<file path="src/rtl/iob_wishbone_arbiter.sv">
// ============================================================================
// iob_wishbone_arbiter: round-robin arbiter muxing N IOb requesters onto one
// Wishbone classic master. Optional abort timer: IOB_WB_ARB_TIMEOUT_EN.
// Revision: 1.0
// ============================================================================
`default_nettype none

module iob_wishbone_arbiter #(
    parameter int N_MASTERS   = 2,
    parameter int ADDR_W      = 32,
    parameter int DATA_W      = 32,
    parameter int TIMEOUT_CYC = 256
) (
    input  logic                          clk_i,
    input  logic                          cke_i,
    input  logic                          rst_n_i,
    input  logic [N_MASTERS-1:0]          iob_valid_i,
    input  logic [N_MASTERS*ADDR_W-1:0]   iob_addr_i,
    input  logic [N_MASTERS*DATA_W-1:0]   iob_wdata_i,
    input  logic [N_MASTERS*DATA_W/8-1:0] iob_wstrb_i,
    output logic [N_MASTERS-1:0]          iob_ready_o,
    output logic [N_MASTERS-1:0]          iob_rvalid_o,
    output logic [DATA_W-1:0]             iob_rdata_o,
    output logic [ADDR_W-1:0]             wb_addr_o,
    output logic [DATA_W-1:0]             wb_data_o,
    output logic [DATA_W/8-1:0]           wb_select_o,
    output logic                          wb_we_o,
    output logic                          wb_cyc_o,
    output logic                          wb_stb_o,
    input  logic                          wb_ack_i,
    input  logic [DATA_W-1:0]             wb_data_i,
    output logic [N_MASTERS-1:0]          grant_o,
    output logic                          timeout_o
);

    localparam int STRB_W = DATA_W / 8;
    localparam int IDX_W  = (N_MASTERS > 1) ? $clog2(N_MASTERS) : 1;

    if (N_MASTERS < 2 || (DATA_W % 8) != 0 || TIMEOUT_CYC < 1) begin : g_param_check
        $error("iob_wishbone_arbiter: illegal parameter combination");
    end

    typedef enum logic [0:0] {
        IDLE = 1'b0,
        BUSY = 1'b1
    } state_t;

    state_t             state;
    logic [IDX_W-1:0]   ptr;
    logic [IDX_W-1:0]   owner;
    logic [IDX_W-1:0]   win_idx;
    logic [IDX_W:0]     cand;
    logic               found;
    logic [N_MASTERS-1:0] win_onehot;
    logic [STRB_W-1:0]  win_strb;

`ifdef IOB_WB_ARB_TIMEOUT_EN
    localparam int CNT_W = $clog2(TIMEOUT_CYC + 1);
    logic [CNT_W-1:0]   cnt;
    logic               timeout_q;
    assign timeout_o = timeout_q;
`else
    assign timeout_o = 1'b0;
`endif

    // Search upward from ptr+1 with wrap, so the last owner ranks lowest.
    always_comb begin
        found      = 1'b0;
        win_idx    = '0;
        cand       = '0;
        win_onehot = '0;
        for (int k = 1; k <= N_MASTERS; k++) begin
            cand = {1'b0, ptr} + (IDX_W+1)'(k);
            if (cand >= (IDX_W+1)'(N_MASTERS)) begin
                cand = cand - (IDX_W+1)'(N_MASTERS);
            end
            if (!found && iob_valid_i[cand[IDX_W-1:0]]) begin
                found   = 1'b1;
                win_idx = cand[IDX_W-1:0];
            end
        end
        win_onehot[win_idx] = 1'b1;
    end

    assign win_strb = iob_wstrb_i[win_idx*STRB_W +: STRB_W];

    // Ready is withheld whenever the capture edge would not take effect.
    assign iob_ready_o = (state == IDLE && found && rst_n_i && cke_i) ? win_onehot : '0;
    assign wb_stb_o    = wb_cyc_o;

    always_ff @(posedge clk_i) begin
        if (!rst_n_i) begin
            state        <= IDLE;
            ptr          <= IDX_W'(N_MASTERS - 1);
            owner        <= '0;
            grant_o      <= '0;
            wb_cyc_o     <= 1'b0;
            wb_addr_o    <= '0;
            wb_data_o    <= '0;
            wb_select_o  <= '0;
            wb_we_o      <= 1'b0;
            iob_rvalid_o <= '0;
            iob_rdata_o  <= '0;
`ifdef IOB_WB_ARB_TIMEOUT_EN
            cnt          <= '0;
            timeout_q    <= 1'b0;
`endif
        end else if (cke_i) begin
            iob_rvalid_o <= '0;
`ifdef IOB_WB_ARB_TIMEOUT_EN
            timeout_q    <= 1'b0;
`endif
            case (state)
                IDLE: begin
                    if (found) begin
                        wb_addr_o   <= iob_addr_i[win_idx*ADDR_W +: ADDR_W];
                        wb_data_o   <= iob_wdata_i[win_idx*DATA_W +: DATA_W];
                        wb_we_o     <= |win_strb;
                        wb_select_o <= (|win_strb) ? win_strb : '1;
                        grant_o     <= win_onehot;
                        owner       <= win_idx;
                        wb_cyc_o    <= 1'b1;
                        state       <= BUSY;
`ifdef IOB_WB_ARB_TIMEOUT_EN
                        cnt         <= '0;
`endif
                    end
                end
                BUSY: begin
                    if (wb_ack_i) begin
                        wb_cyc_o <= 1'b0;
                        grant_o  <= '0;
                        ptr      <= owner;
                        state    <= IDLE;
                        if (!wb_we_o) begin
                            iob_rdata_o         <= wb_data_i;
                            iob_rvalid_o[owner] <= 1'b1;
                        end
                    end
`ifdef IOB_WB_ARB_TIMEOUT_EN
                    else if (cnt == CNT_W'(TIMEOUT_CYC - 1)) begin
                        wb_cyc_o  <= 1'b0;
                        grant_o   <= '0;
                        ptr       <= owner;
                        state     <= IDLE;
                        timeout_q <= 1'b1;
                        if (!wb_we_o) begin
                            iob_rdata_o         <= '0;
                            iob_rvalid_o[owner] <= 1'b1;
                        end
                    end else begin
                        cnt <= cnt + 1'b1;
                    end
`endif
                end
                default: state <= IDLE;
            endcase
        end
    end

endmodule

`default_nettype wire

</file>
<file path="config.mk">
export PLATFORM = sky130hd
export DESIGN_NAME = iob_wishbone_arbiter
export DESIGN_NICKNAME = d
export VERILOG_FILES = /design/src/rtl/iob_wishbone_arbiter.sv
export SDC_FILE = /design/constraint.sdc
export NUM_CORES = 1
export LEC_CHECK = 0
export CORE_MARGIN = 3
export CORE_UTILIZATION = 30
export DETAILED_ROUTE_END_ITERATION = 7
export PLACE_DENSITY = 0.65
export SYNTH_ARGS = -nofsm -noshare
export SYNTH_HDL_FRONTEND = slang
export SYNTH_SLANG_ARGS = --single-unit
</file>
<file path="constraint.sdc">
create_clock -name clk_i -period 3.3 [get_ports clk_i]
set_input_delay 0.495 -clock clk_i [delete_from_list [all_inputs] [get_ports clk_i]]
set_output_delay 0.495 -clock clk_i [all_outputs]
set_load 0.02 [all_outputs]
</file>
# Word level (Yosys, flattened, before mapping)
# Cells that the tools add are included.
# totals
regBits	109
inputBits	174
output_inout_bits	110
wordCells	70
# classes
add_sub_neg	4
n_lt_le_gt_ge	8
eq_ne	2
shifts	3
muxes	28
n_bitwise	2
reduce_logical	12
# op_table
operator	count
variable part select 64 x 7 -> 32 bit	2
two-way mux 1 bit	16
two-way mux 2 bit	6
AND reduction 3 bit	3
< comparator 1 x 2 -> 1 bit, second input constant	4
variable part select 8 x 4 -> 4 bit	1
logical AND 1 bit	6
greater-or-equal comparator 2 bit, second input constant	2
two-way mux 4 bit	1
inequality test 2 bit, second input constant	2
one-hot mux 1 bit (2 select lines)	2
one-hot mux 2 bit (2 select lines)	1
AND reduction 4 bit	1
OR reduction 4 bit	1
adder 1 x 1 -> 2 bit, second input constant	1
adder 1 x 2 -> 2 bit, second input constant	1
demux 1 bit (select 1 bit)	2
greater-or-equal comparator 1 bit, second input constant	2
inverter 1 bit	2
subtractor 1 bit, second input constant	2
zero test 1 bit	1

# Longest topological paths before layout
# Gate-level depths: netlist of run 1.
# depth
depth_word	15
ltp_mapped	6
ltp_nobuf	4

# Worst setup path before layout of run 1
# OpenSTA, ideal clock, no wires.
# synth_path
path_type	input port to output port
from	input cke_i
to	output iob_ready_o[0]
arrival_ns	1.308
t_required_ns	2.805
path_slack_ns	1.497
cell_stages	5
n_path_buf	2
path_cell_list	and2b_2 -> o21a_2 -> buf_6 -> buf_6 -> and3_1
# synth_between
elab_chain_cells	2
# synth_rtl
item	line_no	rtl
start, declared	15	input logic cke_i,
logical AND 1 bit	88	assign iob_ready_o = (state == IDLE && found && rst_n_i && cke_i) ? win_onehot : '0;
two-way mux 2 bit	88	
end, declared	21	output logic [N_MASTERS-1:0] iob_ready_o,
# Every way passes these cells.

# Worst setup path in the final report of run 1
# Same ends and word-level chain as after synthesis.

==> results of run 1 <==
area by class of cell:
class	instances	area share (%)
Timing Repair Buffer	287	37.4
Sequential cell	109	28.6
Multi-Input combinational cell	406	26.4
Tap cell	184	3.02
Clock buffer	9	2.95
Clock inverter	7	1.57
Inverter	1	0.0492
critical path: stages:
cell,delay [ps]
clkdlybuf4s50_1,560
and2b_2,220
o21a_4,130
and3_1,170
clkdlybuf4s50_1,640
synthesized netlist by cell type (all sizes together):
| cell type | instances |
|---|---|
| or4 | 1 |
| nand2b | 1 |
| nor2b | 2 |
| o21a | 1 |
| o21ai | 69 |
| buf | 34 |
| o211a | 1 |
| nand4 | 1 |
| a31oi | 64 |
| nand2 | 201 |
| nand3 | 4 |
| o2111ai | 1 |
| and2b | 1 |
| inv | 1 |
| and3 | 2 |
| nor2 | 5 |
| and2 | 1 |
| a21boi | 37 |
| nor3 | 4 |
| o22ai | 1 |
| conb | 1 |
| dfxtp | 109 |
| nor4 | 5 |
| a21oi | 1 |
| or2 | 1 |
| mux2i | 1 |
| clkbuf | 16 |
layer usage:
metal	GRT usage [%]	up-vias
li1	-	2424
met5	0	-
met2	31.1	215
met1	20.4	2210
met3	7.71	27
met4	6.49	0
flip-flops by register name, summed over array words and instances (netlist names):
name,flops
iob_rdata_o,32
wb_addr_o,32
wb_we_o,1
wb_data_o,32
wb_select_o,4
ptr,1
iob_rvalid_o,2
wb_cyc_o,1
grant_o,2
owner,1
state,1
logic make-up after synthesis:
kind of cell / after synthesis
multiplexers: 1
AO/OA/AOI/OAI: 175
other: 1
AND/OR/NAND/NOR: 229
buffers and inverters: 51
flip-flops: 109
final timing paths:
path / startpoint / endpoint / slack, ps
worst max-delay path: cke_i / iob_ready_o[0] / 580
worst min-delay path: iob_rdata_o[7] / iob_rdata_o[7] / 450
worst max register to register: state / wb_data_o[21] / 1130
worst min register to register: iob_rdata_o[7] / iob_rdata_o[7] / 450
power groups by stage:
stage | registers (mW) | logic [mW] | clock network [mW]
3_3_place_gp | 1.48 | 0.752 | 0
6_report | 1.45 | 0.756 | 1.26
3_5_place_dp | 1.48 | 0.762 | 0
2_1_floorplan | 1.58 | 0.233 | 0
5_1_grt | 1.46 | 0.814 | 1.34
4_1_cts | 1.45 | 0.765 | 1.30
==> results.py, run 1 <==
metrics = {
    "status": {
        "status": "finished, final reports clean",
    },
    "clock_network": {
        "cts_made_buffers": 9,
        "clk_latency_ps": 350,
        "clk_pin_slew_ps": 70,
        "cts_tree": "built",
        "cts.sinks": 109,
        "ctsHoldBuffers": 0,
        "cts_setup_buffers": 0,
        "ctsResizeCount": 0,
        "cts_max_level": 3,
        "clockRootBuffer": "clkbuf_16",
        "cts.path.max_buffers": 2,
    },
    "power_and_ir_drop": {
        "p_comb_share_pct": 21.8,
        "p_leak_nw": 2.82,
        "power.density_nw_per_um2": 454,
        "cell_internal_pwr_mw": 2.55,
        "power.clock.fraction_pct": 36.3,
        "ir_drop_mv": 0.248,
        "swShare_pct": 26.3,
        "power_frac_seq_pct": 41.9,
        "power_mw": 3.46,
        "p_sw_uw": 909,
    },
    "logic_synthesis": {
        "ys_ff_latch": 109,
        "synth_area_leaders": "dfxtp_1, nand2_1, a31oi_1, a21boi_1, o21ai_0",
        "synth.distinct_cells": 34,
        "syn_area_um2": 4480,
        "ys_seq_area_share_pct": 48.7,
        "synth_top_area_cell": "dfxtp_1",
        "yosysWarnings": 0,
        "synth_cells": 566,
        "synthAdderAreaFrac_pct": 0,
        "synth_top_family_by_area": "compound AO/OA/AOI/OAI gates",
        "synth_mux_area_share_pct": 0.224,
        "synth_simple_gate_area_share_pct": 20.5,
        "synth_compound_area_share_pct": 23.8,
        "synth-xor-area-share_pct": 0,
        "avgSynthCellArea_um2": 7.91,
        "syn-num-nets": 740,
        "yosys.area.top_type_share_pct": 48.7,
    },
    "place": {
        "port_buffers": 282,
        "dp_hpwl_mm": 11.1,
        "place.gp.congestion": 0.741,
        "post-place-ws_ps": 427,
        "dpl_cell_area_um2": 7290,
        "post-place-cells": 987,
    },
    "sta": {
        "finalMaxSlewViolations": 0,
        "fmax_mhz": 368,
        "fin_crit_sh_pct": 82.3,
        "min_period_ps": 2720,
        "finalHoldViolCount": 0,
        "fin_setup_tns_ps": 0,
        "finalClockSkew_ps": 7.50,
        "worst_slew_pin_slew_ps": 1240,
        "fin_ws_ps": 584,
        "final-setup-viol-count": 0,
        "rsz0062_at_grt": "no",
        "worst_slew_margin_rel_pct": 17.1,
        "hold_ws_ps": 452,
    },
    "setup_path": {
        "critPathCaptureType": "output pin",
        "worst_r2r_path_depth": 5,
        "worstPathArrival_ps": 2220,
        "critPathRequiredTime_ps": 2800,
        "crit_type": "in2out",
        "cp_max_fo": 5,
        "worst_setup_path_start_kind": "primary input",
    },
    "finish": {
        "multiInputGateArea_um2": 2010,
        "stdcell_count": 1003,
        "fin_util_pct": 52.3,
        "area_delta_synth_final_pct": 70.5,
        "n_antenna_cell": 0,
        "regArea_um2": 2180,
        "mostFrequentLayoutCells": "clkdlybuf4s50_1, nand2_1, dfxtp_1, a31oi_1, o21ai_0",
        "final_common_cell": "clkdlybuf4s50_1",
        "drive_gt1_share_pct": 3.42,
        "final_area_um2": 7630,
        "nNetsFinal": 988,
        "fillers": 1364,
    },
    "route": {
        "wirelength_mm": 15.8,
        "dr.pass1.iters": 5,
        "met2_length_mm": 7.44,
        "drt_iter0_drc": 274,
        "top_layer": "met4",
        "drtAntennaViolNets": 0,
        "post_drt_wl_per_cell_um": 15.8,
        "num_vias": 4876,
        "drcViolationCount": 0,
        "wl_met1_mm": 6.31,
        "met3_length_mm": 1.70,
        "viasPerCell": 4.86,
    },
    "floorplan": {
        "die_h_um": 128,
        "coreArea_um2": 14600,
        "core.rowCount": 44,
        "io_pins": 284,
        "die-area_um2": 16400,
        "die_w_um": 128,
        "start_util_pct": 30.7,
    },
    "min_path": {
        "hp-class": "reg2reg",
        "whs_path_depth": 2,
    },
    "global_routing": {
        "antenna_found_initial": 0,
        "grt_max_degree": 137,
        "grt_pass1_vias": 4628,
        "grt_pass1_wl_mm": 24.0,
        "grt-ovfl-total": 0,
        "grt.total_usage_pct": 18.2,
    },
    "run": {
        "drv_cap": 0,
    },
}
Note: power is estimated with default switching activity, not from simulation.
==> run 2, diff against run 1 <==
Clock period 3.3 ns to 2.5 ns, I/O delays scaled along.
==> results.py, run 2 (same netlist as run 1, synthesis figures left out) <==
metrics = {
    "status": {
        "status": "finished, final reports clean",
    },
    "global_routing": {
        "grt_pass1_vias": 4839,
        "grt.total_usage_pct": 18.8,
        "grt_pass1_wl_mm": 24.7,
        "grt_max_degree": 137,
        "grt-ovfl-total": 0,
        "antenna_found_initial": 0,
    },
    "sta": {
        "finalClockSkew_ps": 9.16,
        "fmax_mhz": 425,
        "rsz0062_at_grt": "no",
        "min_period_ps": 2350,
        "worst_slew_margin_rel_pct": 33.4,
        "finalMaxSlewViolations": 0,
        "finalHoldViolCount": 0,
        "worst_slew_pin_slew_ps": 999,
        "final-setup-viol-count": 0,
        "fin_crit_sh_pct": 94.0,
        "fin_setup_tns_ps": 0,
    },
    "run": {
        "drv_cap": 0,
    },
    "finish": {
        "n_antenna_cell": 0,
        "drive_gt1_share_pct": 3.41,
        "final_common_cell": "clkdlybuf4s50_1",
        "reg_top3": "iob_rdata_o: 32 flops, wb_addr_o: 32 flops, wb_data_o: 32 flops",
        "mostFrequentLayoutCells": "clkdlybuf4s50_1, nand2_1, dfxtp_1, a31oi_1, o21ai_0",
        "area_delta_synth_final_pct": 69.9,
        "nNetsFinal": 990,
        "fin_util_pct": 52.1,
    },
    "clock_network": {
        "clk_pin_slew_ps": 70,
        "cts_max_level": 3,
        "cts_tree": "built",
        "cts_made_buffers": 9,
        "clockRootBuffer": "clkbuf_16",
        "ctsResizeCount": 0,
        "cts.path.max_buffers": 2,
        "clk_latency_ps": 350,
        "cts_setup_buffers": 0,
        "ctsHoldBuffers": 0,
        "cts.sinks": 109,
    },
    "floorplan": {
        "die_w_um": 128,
        "die-area_um2": 16400,
        "core.rowCount": 44,
        "die_h_um": 128,
        "coreArea_um2": 14600,
        "start_util_pct": 30.7,
        "io_pins": 284,
    },
    "setup_path": {
        "worstPathArrival_ps": 1980,
        "critPathCaptureType": "output pin",
        "critPathRequiredTime_ps": 2120,
        "rrSetupSlack_ps": 770,
        "crit_type": "in2out",
        "worst_setup_path_start_kind": "primary input",
        "cp_max_fo": 4,
    },
    "power_and_ir_drop": {
        "power.density_nw_per_um2": 572,
        "ir_drop_mv": 0.311,
        "p_leak_nw": 2.81,
    },
    "route": {
        "post_drt_wl_per_cell_um": 15.7,
        "drcViolationCount": 0,
        "wirelength_mm": 15.8,
        "drtAntennaViolNets": 0,
        "drt_iter0_drc": 280,
        "dr.pass1.iters": 5,
        "viasPerCell": 4.85,
        "num_vias": 4873,
    },
    "min_path": {
        "hp-class": "reg2reg",
    },
    "place": {
        "port_buffers": 282,
        "place.gp.congestion": 0.802,
        "dp_hpwl_mm": 11.3,
    },
}
## run 2: area by class of cell
class / count / area (um^2)
fill: 1380 / 6980
sequential: 109 / 2180
clock inverter: 4 / 47.5
inverter: 1 / 3.75
multi-input combinational: 406 / 2010
timing repair buffer: 289 / 2880
clock buffer: 12 / 246
tap: 184 / 230
## run 2: stage by stage
step / cells / worst slack [ps] / instance area (um^2) / hold slack, ps / total power, mW
6_report: 1005 / 149 / 7610 / 453 / 4.35
4_1_cts: 1005 / 153 / 7610 / 459 / 4.42
3_5_place_dp: 989 / 164 / 7310 / 449 / 2.96
2_1_floorplan: 566 / 937 / 4480 / 465 / 2.39
5_1_grt: 1005 / 79.4 / 7610 / 477 / 4.56
3_3_place_gp: 989 / 187 / 7310 / 439 / 2.95
## run 2: routing by layer
| layer | GRT usage [%] | share of wire (%) |
|---|---|---|
| met5 | 0 | 0 |
| met3 | 7.25 | 11 |
| met2 | 31.7 | 47 |
| met4 | 7.62 | 2.5 |
| met1 | 21.3 | 39 |
## run 2: final timing paths
path | from | end | cells past startpoint
worst min-delay path | iob_rdata_o[28] | iob_rdata_o[28] | 2
worst max register to register | state | wb_select_o[1] | 5
worst min register to register | iob_rdata_o[28] | iob_rdata_o[28] | 2
worst max-delay path | cke_i | iob_ready_o[0] | 5
## run 2: report_power, final
| part | internal (mW) | total, mW | switching (mW) |
|---|---|---|---|
| Sequential | 1.85 | 1.91 | 0.0601 |
| Clock | 0.803 | 1.43 | 0.631 |
| Combinational | 0.536 | 1.00 | 0.467 |
| Total | 3.19 | 4.35 | 1.16 |
## run 2: critical path, stage by stage
cell and delay, ps:
clkdlybuf4s50_1 480, and2b_2 210, o21a_4 150, and3_1 160
clkdlybuf4s50_1 600
==> run 3, diff against run 2 <==
Settings changed: MAX_ROUTING_LAYER set to met4.
==> results.py, run 3 (same netlist as run 1, synthesis figures left out) <==
metrics = {
    "floorplan": {
        "die-area_um2": 16400,
        "start_util_pct": 30.7,
        "coreArea_um2": 14600,
        "die_h_um": 128,
        "die_w_um": 128,
        "io_pins": 284,
        "core.rowCount": 44,
    },
    "route": {
        "post_drt_wl_per_cell_um": 15.8,
        "dr.pass1.iters": 4,
        "wirelength_mm": 15.9,
        "num_vias": 4875,
        "viasPerCell": 4.85,
        "drt_iter0_drc": 262,
        "drcViolationCount": 0,
        "drtAntennaViolNets": 0,
    },
    "finish": {
        "mostFrequentLayoutCells": "clkdlybuf4s50_1, nand2_1, dfxtp_1, a31oi_1, o21ai_0",
        "area_delta_synth_final_pct": 69.9,
        "reg_top3": "iob_rdata_o: 32 flops, wb_addr_o: 32 flops, wb_data_o: 32 flops",
        "nNetsFinal": 990,
        "fin_util_pct": 52.1,
        "fillers": 1380,
        "n_antenna_cell": 0,
        "stdcell_count": 1005,
        "drive_gt1_share_pct": 3.41,
        "final_common_cell": "clkdlybuf4s50_1",
    },
    "sta": {
        "worst_slew_margin_rel_pct": 35.1,
        "fin_crit_sh_pct": 94.2,
        "min_period_ps": 2350,
        "rsz0062_at_grt": "no",
        "fin_ws_ps": 145,
        "finalHoldViolCount": 0,
        "fin_setup_tns_ps": 0,
        "worst_slew_pin_slew_ps": 973,
        "hold_ws_ps": 453,
        "finalMaxSlewViolations": 0,
        "finalClockSkew_ps": 8.61,
        "final-setup-viol-count": 0,
        "fmax_mhz": 425,
    },
    "power_and_ir_drop": {
        "power.density_nw_per_um2": 572,
        "swShare_pct": 26.6,
        "ir_drop_mv": 0.309,
        "p_sw_mw": 1.16,
        "p_comb_share_pct": 23.1,
        "power_frac_seq_pct": 44.0,
        "p_leak_nw": 2.81,
        "power.clock.fraction_pct": 32.9,
        "cell_internal_pwr_mw": 3.19,
    },
    "setup_path": {
        "path_buf_inv": 2,
        "critPathRequiredTime_ps": 2120,
        "path_cells": "clkdlybuf4s50_1 > and2b_2 > o21a_4 > and3_1 > clkdlybuf4s50_1",
        "path_common_cell": "clkdlybuf4s50_1",
        "crit_slowest_cell": "clkdlybuf4s50_1",
        "cpPeakStageDelay_ps": 600,
        "critPathCaptureType": "output pin",
        "worstPathArrival_ps": 1980,
        "cp_max_fo": 4,
        "worst_setup_path_start_kind": "primary input",
        "crit_family": "buffers and inverters",
        "crit_type": "in2out",
    },
    "clock_network": {
        "clk_latency_ps": 350,
        "cts_made_buffers": 9,
        "cts.path.max_buffers": 2,
        "cts_max_level": 3,
        "clk_pin_slew_ps": 60,
        "ctsResizeCount": 0,
        "cts.sinks": 109,
        "cts_tree": "built",
        "clockRootBuffer": "clkbuf_16",
        "ctsHoldBuffers": 0,
        "cts_setup_buffers": 0,
    },
    "global_routing": {
        "grt-ovfl-total": 0,
        "grt_max_degree": 137,
        "grt.total_usage_pct": 19.3,
        "grt_pass1_vias": 4842,
        "antenna_found_initial": 0,
        "grt_pass1_wl_mm": 24.7,
    },
    "place": {
        "place.gp.congestion": 0.813,
        "dp_hpwl_mm": 11.3,
        "post-place-cells": 989,
        "port_buffers": 282,
        "post-place-ws_ps": 164,
    },
    "run": {
        "drv_cap": 0,
    },
    "min_path": {
        "hp-class": "reg2reg",
    },
    "status": {
        "status": "finished, final reports clean",
    },
}
## run 3: cell counts in the layout (fill, tap and decap cells not counted)
Identical to the previous run, type by type.
## run 3: through the flow
stage / instance area (um^2) / power, mW
6_report: 7610 / 4.35
5_1_grt: 7610 / 4.57
4_1_cts: 7610 / 4.42
3_5_place_dp: 7310 / 2.96
3_3_place_gp: 7310 / 2.95
2_1_floorplan: 4480 / 2.39
## run 3: worst paths after layout
path,slack [ps],cells past startpoint,endpoint,start
max,150,5,iob_ready_o[0],cke_i
min reg2reg,450,2,iob_rdata_o[28],iob_rdata_o[28]
max reg2reg,760,5,wb_select_o[1],state
min,450,2,iob_rdata_o[28],iob_rdata_o[28]
## run 3: power groups by stage
stage / Sequential (mW) / Clock (mW) / Combinational [mW]
floorplan: 2.09 / 0 / 0.308
global placement: 1.95 / 0 / 1.00
detailed placement: 1.95 / 0 / 1.01
CTS: 1.91 / 1.49 / 1.02
global route: 1.93 / 1.55 / 1.08
finish: 1.91 / 1.43 / 1.00
## run 3: area by class of cell
cell class	count	area, um^2	share of cell area (%)
sequential	109	2180	28.7
inverter	1	3.75	0.0493
clock inverter	4	47.5	0.625
tap	184	230	3.03
multi-input combinational	406	2010	26.5
clock buffer	12	246	3.24
timing repair buffer	289	2880	37.9
## run 3: metal layers
| metal | share of wire (%) | vias to the layer above | GRT usage, % |
|---|---|---|---|
| met5 | 0 | - | - |
| met4 | 2.2 | 0 | 7.62 |
| met3 | 9.7 | 24 | 6.38 |
| met2 | 48 | 205 | 31.8 |
| met1 | 41 | 2217 | 21.7 |
| li1 | - | 2429 | - |
## run 3: worst reg2reg max path: cells and delay by family, from the launching register on
kind	cells	cell delay [ps]
AOI/OAI and AO/OA	2	410
buffers and inverters	1	370
DFF	1	350
and+or+nand+nor	2	530
